File: config.mk
export PLATFORM = sky130hd
export DESIGN_NAME = down_timer_flat
export DESIGN_NICKNAME = d
export VERILOG_FILES = /design/src/rtl/down_timer_if.sv /design/src/rtl/down_timer.sv /design/src/flat_wrapper.sv
export SDC_FILE = /design/constraint.sdc
export NUM_CORES = 1
export LEC_CHECK = 0
export CAP_MARGIN = 20
export CORE_MARGIN = 4
export CORE_UTILIZATION = 53
export CTS_BUF_LIST = sky130_fd_sc_hd__clkbuf_16
export DETAILED_ROUTE_END_ITERATION = 10
export PLACE_DENSITY = 0.84
export SLEW_MARGIN = 30
export SYNTH_ARGS = -nofsm -noshare
export SYNTH_HDL_FRONTEND = slang
export SYNTH_SLANG_ARGS = --single-unit
export TNS_END_PERCENT = 10
File: constraint.sdc
create_clock -name clk -period 3.4 [get_ports clk]
set_input_delay 0.68 -clock clk [delete_from_list [all_inputs] [get_ports clk]]
set_output_delay 0.68 -clock clk [all_outputs]
set_load 0.01 [all_outputs]
File: src/rtl/down_timer_if.sv
// down_timer_if: control/status bundle for the loadable down-counter timer.
//   master : the controlling FSM (drives commands, observes count/status)
//   slave  : the timer itself
// Signals:
//   load, load_val : write the reload register and the counter
//   start, stop    : (re)start from the reload value / abort and hold
//   en             : count enable (0 pauses a running count)
//   periodic       : 1 = auto-reload at expiry, 0 = one-shot
//   q              : current count
//   tc             : one-cycle registered terminal-count pulse
//   busy, expired  : RUN / EXPIRED state flags
interface down_timer_if #(
  parameter int N = 8
);
  logic         load;
  logic [N-1:0] load_val;
  logic         start;
  logic         stop;
  logic         en;
  logic         periodic;
  logic [N-1:0] q;
  logic         tc;
  logic         busy;
  logic         expired;

  modport master (
    output load, load_val, start, stop, en, periodic,
    input  q, tc, busy, expired
  );

  modport slave (
    input  load, load_val, start, stop, en, periodic,
    output q, tc, busy, expired
  );
endinterface

File: src/rtl/down_timer.sv
// down_timer: loadable down-counter with a programmable reload register,
// one-shot or periodic auto-reload, and a one-cycle terminal-count pulse.
// Expiry happens rl+1 enabled cycles after start.
// Ports:
//   clk   : clock, all state changes on the rising edge
//   rst_n : asynchronous active-low reset
//   tmr   : down_timer_if.slave control/status bundle
//
// state   | meaning
// --------+-------------------------------------------
// IDLE    | not counting, q holds
// RUN     | counting down while en=1
// EXPIRED | one-shot finished, q=0
module down_timer #(
  parameter int           N            = 8,
  parameter logic [N-1:0] RESET_RELOAD = 8'd255
) (
  input  logic        clk,
  input  logic        rst_n,
  down_timer_if.slave tmr
);

  localparam logic [1:0] S_IDLE    = 2'd0;
  localparam logic [1:0] S_RUN     = 2'd1;
  localparam logic [1:0] S_EXPIRED = 2'd2;

  localparam logic [N-1:0] ONE = {{(N-1){1'b0}}, 1'b1};

  logic [1:0]   state_q, state_d;
  logic [N-1:0] q_q, q_d;
  logic [N-1:0] rl_q, rl_d;
  logic         tc_q, tc_d;

  // Command ladder: load > stop > start > count. An asserted stop blocks
  // start even when it has nothing to abort.
  always_comb begin
    state_d = state_q;
    q_d     = q_q;
    rl_d    = rl_q;
    tc_d    = 1'b0;
    if (tmr.load) begin
      rl_d    = tmr.load_val;
      q_d     = tmr.load_val;
      state_d = S_IDLE;
    end else if (tmr.stop) begin
      if (state_q == S_RUN) begin
        state_d = S_IDLE;
      end
    end else if (tmr.start) begin
      // A zero reload would never expire meaningfully, so start is ignored.
      if (rl_q != '0) begin
        q_d     = rl_q;
        state_d = S_RUN;
      end
    end else if (state_q == S_RUN && tmr.en) begin
      if (q_q != '0) begin
        q_d = q_q - ONE;
      end else begin
        tc_d = 1'b1;
        if (tmr.periodic) begin
          q_d = rl_q;
        end else begin
          state_d = S_EXPIRED;
        end
      end
    end
  end

  always_ff @(posedge clk or negedge rst_n) begin
    if (!rst_n) begin
      state_q <= S_IDLE;
      q_q     <= '0;
      rl_q    <= RESET_RELOAD;
      tc_q    <= 1'b0;
    end else begin
      state_q <= state_d;
      q_q     <= q_d;
      rl_q    <= rl_d;
      tc_q    <= tc_d;
    end
  end

  assign tmr.q       = q_q;
  assign tmr.tc      = tc_q;
  assign tmr.busy    = (state_q == S_RUN);
  assign tmr.expired = (state_q == S_EXPIRED);

endmodule

File: src/flat_wrapper.sv
// flat-port wrapper written by rule: the top's interface ports become plain ports
module down_timer_flat 
#(
  parameter int           N            = 8,
  parameter logic [N-1:0] RESET_RELOAD = 8'd255
)
  (clk, rst_n, tmr_load, tmr_load_val, tmr_start, tmr_stop, tmr_en, tmr_periodic, tmr_q, tmr_tc, tmr_busy, tmr_expired);
  down_timer_if #(.N(N)) tmr_i ();
  input  logic clk;
  input  logic rst_n;
  input wire logic [$bits(tmr_i.load)-1:0] tmr_load;
  input wire logic [$bits(tmr_i.load_val)-1:0] tmr_load_val;
  input wire logic [$bits(tmr_i.start)-1:0] tmr_start;
  input wire logic [$bits(tmr_i.stop)-1:0] tmr_stop;
  input wire logic [$bits(tmr_i.en)-1:0] tmr_en;
  input wire logic [$bits(tmr_i.periodic)-1:0] tmr_periodic;
  output wire logic [$bits(tmr_i.q)-1:0] tmr_q;
  output wire logic [$bits(tmr_i.tc)-1:0] tmr_tc;
  output wire logic [$bits(tmr_i.busy)-1:0] tmr_busy;
  output wire logic [$bits(tmr_i.expired)-1:0] tmr_expired;
  assign tmr_i.load = tmr_load;
  assign tmr_i.load_val = tmr_load_val;
  assign tmr_i.start = tmr_start;
  assign tmr_i.stop = tmr_stop;
  assign tmr_i.en = tmr_en;
  assign tmr_i.periodic = tmr_periodic;
  assign tmr_q = tmr_i.q;
  assign tmr_tc = tmr_i.tc;
  assign tmr_busy = tmr_i.busy;
  assign tmr_expired = tmr_i.expired;
  down_timer #(.N(N), .RESET_RELOAD(RESET_RELOAD)) u_core (.clk(clk), .rst_n(rst_n), .tmr(tmr_i));
endmodule
==> impl_metrics.py, run 1 <==
metrics = {
    "setup_path": {
        "cp-end-kind": "flop",
        "criticalPathCategory": "flop to flop",
        "r2r-start": "u_core.tmr.q[0]",
        "crit_chain": "inv_1 -> ha_1 -> nor4b_4 -> nand2_2 -> o311ai_4 -> mux2_2",
        "reg2regPathDepth": 6,
        "r2r-end": "u_core.tmr.q[2]",
        "max_stage_delay_ns": 0.54,
        "worstPathMaxFanout": 14,
        "worst_setup_path_start_kind": "flop",
        "cp_num_cells": 6,
        "cp-startpoint": "u_core.tmr.q[0]",
        "critPathArrivalTime_ns": 2.44,
        "critical_path.top_delay_family": "compound AO/OA/AOI/OAI gates",
        "critPathSlowestCell": "o311ai_4",
        "critical_path_required_ns": 3.54,
        "reg2reg_slack_ns": 1.10,
        "crit_end": "u_core.tmr.q[2]",
        "worst-path-buf-inv": 1,
    },
    "synth": {
        "postSynthCellCount": 119,
        "synth_seq_cells": 19,
        "synth_warnings": 0,
        "syn_nets": 136,
        "syn_area_um2": 1140,
        "synth_top_area_frac": 0.242,
        "synth.distinct_cells": 42,
        "ys_async_sr_fraction": 1.00,
        "synth_area_per_cell_um2": 9.56,
        "synth_edf_count": 0,
        "synth.yosys.seq_area_share": 0.427,
        "synth_top_area_cell": "dfrtp_1",
        "synth_area_leaders": "dfrtp_1 (24%), dfstp_2 (18%), mux2_2 (5.0%), nand2_1 (4.6%), o21ai_1 (3.5%)",
        "dominantRegCellSynth": "dfrtp_1",
    },
    "detailed_routing": {
        "via_per_inst": 5.90,
        "vias": 1021,
        "drt-pass1-iter-count": 4,
        "ant_nets": 0,
        "drtIter0Drc": 24,
        "wire_per_inst_um": 16.5,
        "drc": 0,
        "routed_wl_um": 2860,
    },
    "cells_and_area": {
        "layout.cells.non_filler": 173,
        "regArea_um2": 485,
        "fillers": 151,
        "fin_nets": 164,
        "num_antenna_cells": 0,
        "fin_util": 0.744,
        "multiInputGateArea_um2": 618,
        "stdcell_area_um2": 1490,
        "areaGrowthSynthToFinish_pct": 31.0,
        "drive_gt1_frac": 0.164,
    },
    "global_route": {
        "grt_start_max_net_pins": 22,
        "grt-ovfl-total": 0,
        "use_met1": 0.310,
        "grtUsageTotal": 0.228,
        "grt_first_pass_wirelength_um": 4720,
        "grt_pass1_vias": 982,
        "antenna_found_initial": 0,
        "global_route.usage.met3": 0.0518,
        "grt_use_met2": 0.353,
        "top_usage_layer": "met2",
    },
    "worst_hold_path": {
        "whs_path_depth": 2,
        "hold_class": "flop to flop",
        "holdCritStartpoint": "u_core.rl_q[0]",
    },
    "sta": {
        "tightest_slew_ns": 0.830,
        "clock_skew_ns": 0.00141,
        "setup_viol": 0,
        "finalMaxSlewViolations": 0,
        "rsz0062_at_grt": "no",
        "timing.fmax_ghz": 0.434,
        "fin_crit_sh": 0.677,
        "tns_ns": 0,
        "min_period_ns": 2.30,
        "max-slew-margin-rel": 0.445,
        "finalHoldViolCount": 0,
    },
    "cts": {
        "post_cts_buffers": 0,
        "cts_inserted_buffers": 3,
        "htreeDepth": 1,
        "clock_path_buffers": 2,
        "cts_hold_buf": 0,
        "root_buffer": "clkbuf_16",
        "clock-sinks": 19,
        "cts_tree": "done",
        "clock_latency_ns": 0.25,
        "ctsResizeCount": 0,
        "clk_pin_slew_ns": 0.06,
    },
    "floorplan": {
        "dieArea_um2": 2950,
        "core_um2": 2000,
        "die_x_um": 54.3,
        "ios": 26,
        "initial_core_util": 0.568,
        "die_y_um": 54.3,
        "rows": 16,
    },
    "power": {
        "leakagePower_nw": 0.609,
        "pwr_density_cell_nw_per_um2": 492,
        "ir_drop_uv": 356,
    },
    "placed_design": {
        "placed_cells": 169,
        "portBuffers": 25,
        "globalplace.congestion": 0.917,
        "dpl_cell_area_um2": 1410,
        "hpwl_um": 2100,
    },
    "flow_run": {
        "drv_cap": 0,
    },
    "outcome": {
        "status": "complete, no violations",
    },
}
cell usage after synthesis, drive strengths merged, types with 2 or more instances:
master  count
nor3        5
nand2b      4
nand2      15
or4         2
a21oi       4
inv         4
nor2b       5
buf         2
ha          2
nand3       4
nor2        8
nand3b      2
o21ai      13
dfstp       8
a221oi      2
dfrtp      11
nor4        4
mux2        5
cells by family (layout without fill, tap and decap cells):
kind of cell,Yosys count,count (layout),share of synthesized area
flops,19,19,0.427
mux,6,6,0.0583
simple gates,53,53,0.260
compound gates,31,31,0.196
fa+ha+maj,2,2,0.0220
buf+inv,7,34,0.0297
xor+xnor,1,1,0.00770
cells in the final DEF (no fill, tap or decap), types with 2 or more instances in the layout:
cell type,synthesis,routed
dfstp_2,8,8
o21ai_1,8,8
clkbuf_16,0,3
o21ai_0,5,5
nand2_1,14,14
dfrtp_1,11,11
nand3b_1,2,2
or4_1,2,2
nor2b_1,5,5
nor2_1,8,8
a221oi_1,2,2
clkdlybuf4s50_1,0,25
nand3_1,4,4
nand2b_1,4,4
inv_1,4,4
nor4_1,4,4
mux2_2,5,5
a21oi_1,3,3
nor3_1,4,4
ha_1,2,2
final cells by class:
cell class,count,share of cell area
Inverter,4,0.0101
Multi-Input combinational cell,93,0.415
Timing Repair Buffer,26,0.173
Tap cell,27,0.0227
Clock buffer,3,0.0504
Sequential cell,19,0.326
Clock inverter,1,0.00336
worst register-to-register path, stage by stage, from the launching register on:
cell and delay, ns:
dfrtp_1 0.43, inv_1 0.11, ha_1 0.19, nor4b_4 0.33, nand2_2 0.19, o311ai_4 0.54
mux2_2 0.39
routing by layer:
layer | vias to the layer above | wire [um] | part of all wire
li1 | 497 | - | -
met1 | 476 | 1250 | 0.44
met2 | 44 | 1390 | 0.49
met3 | 4 | 180 | 0.063
met4 | 0 | 33 | 0.012
met5 | - | 0 | 0
per-stage QoR:
step,total power [mW],hold slack [ns],setup WS [ns]
3_3_place_gp,0.485,0.508,0.881
6_report,0.733,0.521,1.10
2_1_floorplan,0.400,0.384,1.53
5_1_grt,0.774,0.555,0.902
4_1_cts,0.735,0.520,1.11
3_5_place_dp,0.489,0.509,0.847
state kept, by name (all words and copies together), names as in the netlist:
name	count
u_core.tmr.tc	1
u_core.state_q	2
u_core.rl_q	8
u_core.tmr.q	8
worst min-delay path by stage:
| stage | endpoint | slack, ns |
|---|---|---|
| floorplan | u_core.state_q[0] | 0.38 |
| global placement | u_core.rl_q[3] | 0.51 |
| detailed placement | u_core.rl_q[0] | 0.51 |
| CTS | u_core.rl_q[0] | 0.52 |
| global route | u_core.rl_q[0] | 0.56 |
| finish | u_core.rl_q[0] | 0.52 |
report_power, final:
| part | switching (mW) | internal [mW] |
|---|---|---|
| Combinational | 0.0913 | 0.0970 |
| Clock | 0.0856 | 0.158 |
| Sequential | 0.0407 | 0.261 |
Note: power is estimated with default switching activity, not from simulation.
==> run 2, diff against run 1 <==
Settings changed: CORE_UTILIZATION 53 to 49, PLACE_DENSITY 0.84 to 0.78.
Clock period 3.4 ns to 2.26 ns, I/O delays scaled along.
==> impl_metrics.py, run 2 (synthesized netlist as in run 1, its figures left out) <==
metrics = {
    "outcome": {
        "status": "complete, no violations",
    },
    "detailed_routing": {
        "routed_wl_um": 2840,
        "drtIter0Drc": 34,
        "via_per_inst": 5.82,
        "drc": 0,
        "ant_nets": 0,
        "vias": 1054,
        "wire_per_inst_um": 15.7,
        "drt-pass1-iter-count": 5,
    },
    "flow_run": {
        "drv_cap": 0,
    },
    "setup_path": {
        "worst-path-buf-inv": 1,
        "cp-end-kind": "flop",
        "critical_path.top_delay_family": "simple AND/OR/NAND/NOR gates",
        "worstPathMaxFanout": 6,
        "critPathArrivalTime_ns": 2.20,
        "critPathSlowestCell": "mux2_2",
        "crit_chain": "inv_1 -> ha_1 -> nor4b_4 -> nand2_2 -> o311ai_4 -> mux2_2",
        "criticalPathCategory": "flop to flop",
        "critical_path_required_ns": 2.39,
        "worst_setup_path_start_kind": "flop",
        "max_stage_delay_ns": 0.38,
    },
    "cells_and_area": {
        "layout_commonest_cell": "clkdlybuf4s50_1",
        "multiInputGateArea_um2": 618,
        "areaGrowthSynthToFinish_pct": 35.6,
        "drive_gt1_frac": 0.196,
        "regArea_um2": 485,
        "num_antenna_cells": 0,
        "fin_nets": 171,
        "fillers": 181,
        "layout.cells.non_filler": 181,
        "fin_util": 0.697,
        "final_cell_mix": "clkdlybuf4s50_1 (25), nand2_1 (14), dfrtp_1 (11)",
    },
    "global_route": {
        "grt_start_max_net_pins": 22,
        "grt_pass1_vias": 1047,
        "antenna_found_initial": 0,
        "grtUsageTotal": 0.195,
        "grt-ovfl-total": 0,
        "grt_first_pass_wirelength_um": 4930,
    },
    "placed_design": {
        "portBuffers": 25,
        "placed_cells": 177,
        "globalplace.congestion": 0.902,
        "hpwl_um": 2240,
    },
    "floorplan": {
        "die_x_um": 56.2,
        "initial_core_util": 0.514,
        "core_um2": 2210,
        "dieArea_um2": 3160,
        "die_y_um": 56.2,
        "ios": 26,
        "rows": 17,
    },
    "sta": {
        "finalHoldViolCount": 0,
        "fin_crit_sh": 0.918,
        "timing.fmax_ghz": 0.482,
        "tightest_slew_ns": 0.419,
        "finalMaxSlewViolations": 0,
        "min_period_ns": 2.07,
        "setup_viol": 0,
        "max-slew-margin-rel": 0.719,
        "tns_ns": 0,
        "rsz0062_at_grt": "no",
        "clock_skew_ns": 0.00528,
    },
    "cts": {
        "cts_inserted_buffers": 3,
        "cts_tree": "done",
        "ctsResizeCount": 0,
        "htreeDepth": 1,
        "clock_path_buffers": 2,
        "root_buffer": "clkbuf_16",
        "clk_pin_slew_ns": 0.05,
        "post_cts_buffers": 0,
        "clock-sinks": 19,
        "clock_latency_ns": 0.25,
        "cts_hold_buf": 0,
    },
    "power": {
        "internal-power_mw": 0.789,
        "p_seq_frac": 0.404,
        "clkPwrFrac": 0.319,
        "switchingPower_mw": 0.321,
        "comb_power_share": 0.277,
        "leakagePower_nw": 0.645,
        "switching_share": 0.289,
        "power.total_mw": 1.11,
        "ir_drop_uv": 606,
        "pwr_density_cell_nw_per_um2": 720,
    },
    "worst_hold_path": {
        "hold_class": "flop to flop",
    },
}
run 2: worst min-delay path, cell delays in order, from the launching register on:
cell      delay, ns
dfstp_2        0.37
nand2b_1       0.08
nand2_1        0.06
run 2: per-layer routing:
layer  wire (um)  up-vias  track usage
met4          29        0       0.0508
met2        1360       38        0.327
met1        1280      502        0.253
met5           0        -            0
met3         171        4       0.0441
li1            -      510            -
run 2: path summary, 6_finish.rpt:
check,startpoint,endpoint,slack [ns],depth (start not counted)
min in group asynchronous,rst_n,u_core.tmr.q[0],0.53,2
max,u_core.tmr.q[0],u_core.tmr.q[2],0.19,6
max reg2reg,u_core.tmr.q[0],u_core.tmr.q[2],0.19,6
min reg2reg,u_core.rl_q[0],u_core.rl_q[0],0.52,2
max in group asynchronous,rst_n,u_core.rl_q[2],1.48,2
min,u_core.rl_q[0],u_core.rl_q[0],0.52,2
run 2: power groups by stage:
stage          clock [mW]  sequential, mW  combinational [mW]
2_1_floorplan           0           0.458               0.144
3_3_place_gp            0           0.450               0.302
3_5_place_dp            0           0.453               0.304
4_1_cts             0.361           0.448               0.307
5_1_grt             0.381           0.457               0.337
6_report            0.355           0.448               0.307
run 2: area by class of cell:
cell class / count / share of cell area
flip-flops and latches: 19 / 0.315
well taps: 28 / 0.0227
multi-input cells: 93 / 0.401
clock buffers: 3 / 0.0487
clock inverters: 1 / 0.00243
repair buffers: 33 / 0.201
inverters: 4 / 0.00973
run 2: per-stage QoR:
step	hold slack (ns)	setup slack (ns)	instance area, um^2
2_1_floorplan	0.156	0.385	1140
3_3_place_gp	0.503	0.0816	1460
3_5_place_dp	0.510	0.0472	1460
4_1_cts	0.521	0.196	1540
5_1_grt	0.547	0.0449	1540
6_report	0.518	0.186	1540
==> run 3, diff against run 2 <==
Settings changed: CORE_MARGIN 4 to 1, GPL_TIMING_DRIVEN set to 0.
Clock period 2.26 ns to 2.1 ns, I/O delays scaled along.
==> impl_metrics.py, run 3 (synthesized netlist as in run 1, its figures left out) <==
metrics = {
    "detailed_routing": {
        "vias": 1111,
        "routed_wl_um": 3020,
        "ant_nets": 0,
        "drt-pass1-iter-count": 4,
        "drtIter0Drc": 40,
        "via_per_inst": 6.10,
        "drc": 0,
        "wire_per_inst_um": 16.6,
    },
    "cells_and_area": {
        "layout_commonest_cell": "clkdlybuf4s50_1",
        "layout.cells.non_filler": 182,
        "fillers": 162,
        "fin_util": 0.711,
        "num_antenna_cells": 0,
        "drive_gt1_frac": 0.221,
        "areaGrowthSynthToFinish_pct": 37.0,
        "final_cell_mix": "clkdlybuf4s50_1 (24), nand2_1 (14), dfrtp_1 (10)",
        "fin_nets": 172,
        "regArea_um2": 487,
        "multiInputGateArea_um2": 629,
    },
    "power": {
        "internal-power_mw": 0.847,
        "power.total_mw": 1.21,
        "leakagePower_nw": 0.642,
        "switching_share": 0.299,
        "clkPwrFrac": 0.325,
        "comb_power_share": 0.268,
        "p_seq_frac": 0.407,
        "ir_drop_uv": 492,
        "switchingPower_mw": 0.361,
        "pwr_density_cell_nw_per_um2": 776,
    },
    "sta": {
        "setup_viol": 0,
        "finalHoldViolCount": 0,
        "finalMaxSlewViolations": 0,
        "tns_ns": 0,
        "clock_skew_ns": 0.00414,
        "min_period_ns": 2.03,
        "rsz0062_at_grt": "no",
        "fin_crit_sh": 0.966,
        "timing.fmax_ghz": 0.493,
        "max-slew-margin-rel": 0.419,
        "tightest_slew_ns": 0.868,
    },
    "global_route": {
        "grt-ovfl-total": 0,
        "antenna_found_initial": 0,
        "grt_first_pass_wirelength_um": 4790,
        "grtUsageTotal": 0.255,
        "grt_pass1_vias": 1033,
        "grt_start_max_net_pins": 20,
    },
    "floorplan": {
        "core_um2": 2190,
        "dieArea_um2": 2520,
        "die_y_um": 50.2,
        "initial_core_util": 0.519,
        "ios": 26,
        "die_x_um": 50.2,
        "rows": 17,
    },
    "cts": {
        "cts_hold_buf": 0,
        "cts_tree": "done",
        "clock-sinks": 19,
        "clock_latency_ns": 0.25,
        "clk_pin_slew_ns": 0.06,
        "cts_inserted_buffers": 3,
        "htreeDepth": 1,
        "clock_path_buffers": 2,
        "root_buffer": "clkbuf_16",
    },
    "setup_path": {
        "worstPathMaxFanout": 6,
        "criticalPathCategory": "input pin to flop",
        "crit_chain": "clkdlybuf4s50_1 -> nor2_2 -> a21oi_2 -> o311ai_4 -> buf_4 -> or4_1 -> nand3_1",
        "critical_path_required_ns": 2.29,
        "critPathSlowestCell": "clkdlybuf4s50_1",
        "worst-path-buf-inv": 2,
        "worst_setup_path_start_kind": "input pin",
        "critPathArrivalTime_ns": 2.21,
        "cp-end-kind": "flop",
        "critical_path.top_delay_family": "buffers and inverters",
        "max_stage_delay_ns": 0.57,
    },
    "flow_run": {
        "drv_cap": 0,
    },
    "placed_design": {
        "portBuffers": 25,
        "placed_cells": 172,
        "globalplace.congestion": 0.975,
        "hpwl_um": 2080,
    },
    "worst_hold_path": {
        "hold_class": "flop to flop",
    },
    "outcome": {
        "status": "complete, no violations",
    },
}
-- run 3: final timing paths --
kind                            startpoint         endpoint  slack, ns  cells past startpoint
setup / recovery                 tmr_start  u_core.tmr.q[0]       0.07                      7
hold / removal              u_core.rl_q[3]   u_core.rl_q[3]       0.54                      2
setup reg to reg           u_core.tmr.q[0]  u_core.tmr.q[2]       0.09                      6
hold reg to reg             u_core.rl_q[3]   u_core.rl_q[3]       0.54                      2
max in group asynchronous            rst_n  u_core.tmr.q[0]       0.85                      1
min in group asynchronous            rst_n  u_core.tmr.q[6]       0.66                      1
-- run 3: routing by layer --
layer | GRT usage | vias to the layer above | wire [um]
li1 | - | 511 | -
met1 | 0.354 | 539 | 1360
met2 | 0.387 | 51 | 1400
met3 | 0.0485 | 10 | 190
met4 | 0.105 | 0 | 68
met5 | 0 | - | 0
-- run 3: power groups by stage --
stage          clock [mW]  sequential [mW]  combinational, mW
6_report            0.392            0.492              0.324
5_1_grt             0.410            0.498              0.350
4_1_cts             0.396            0.487              0.315
3_5_place_dp            0            0.493              0.301
3_3_place_gp            0            0.491              0.299
2_1_floorplan           0            0.493              0.154
-- run 3: layout make-up --
class                           instances  area share
Buffer                                  3      0.0120
Sequential cell                        19       0.312
Tap cell                               28      0.0225
Inverter                                4     0.00964
Clock buffer                            3      0.0482
Clock inverter                          1     0.00241
Timing Repair Buffer                   31       0.189
Multi-Input combinational cell         93       0.404
-- run 3: worst reg2reg max path: cells and delay by family (launching register included) --
family / cells / cell delay [ns]
simple gates: 2 / 0.46
flops: 1 / 0.44
mux: 1 / 0.38
compound gates: 1 / 0.36
fa+ha+maj: 1 / 0.17
buf+inv: 1 / 0.08
-- run 3: timing repair --
item                       4_1_cts  5_1_grt
resized for setup                1        5
setup buffers                    5        1
pin swaps                        1        1
setup endpoints to repair        1        9
-- run 3: per-stage QoR --
step	setup slack [ns]	hold slack (ns)	cell area (um^2)
after floorplan	0.225	0.124	1140
after global placement	-0.146	0.503	1420
after detailed placement	-0.160	0.519	1420
after CTS	0.00766	0.527	1540
after global routing	0.00242	0.556	1560
final	0.0720	0.537	1560
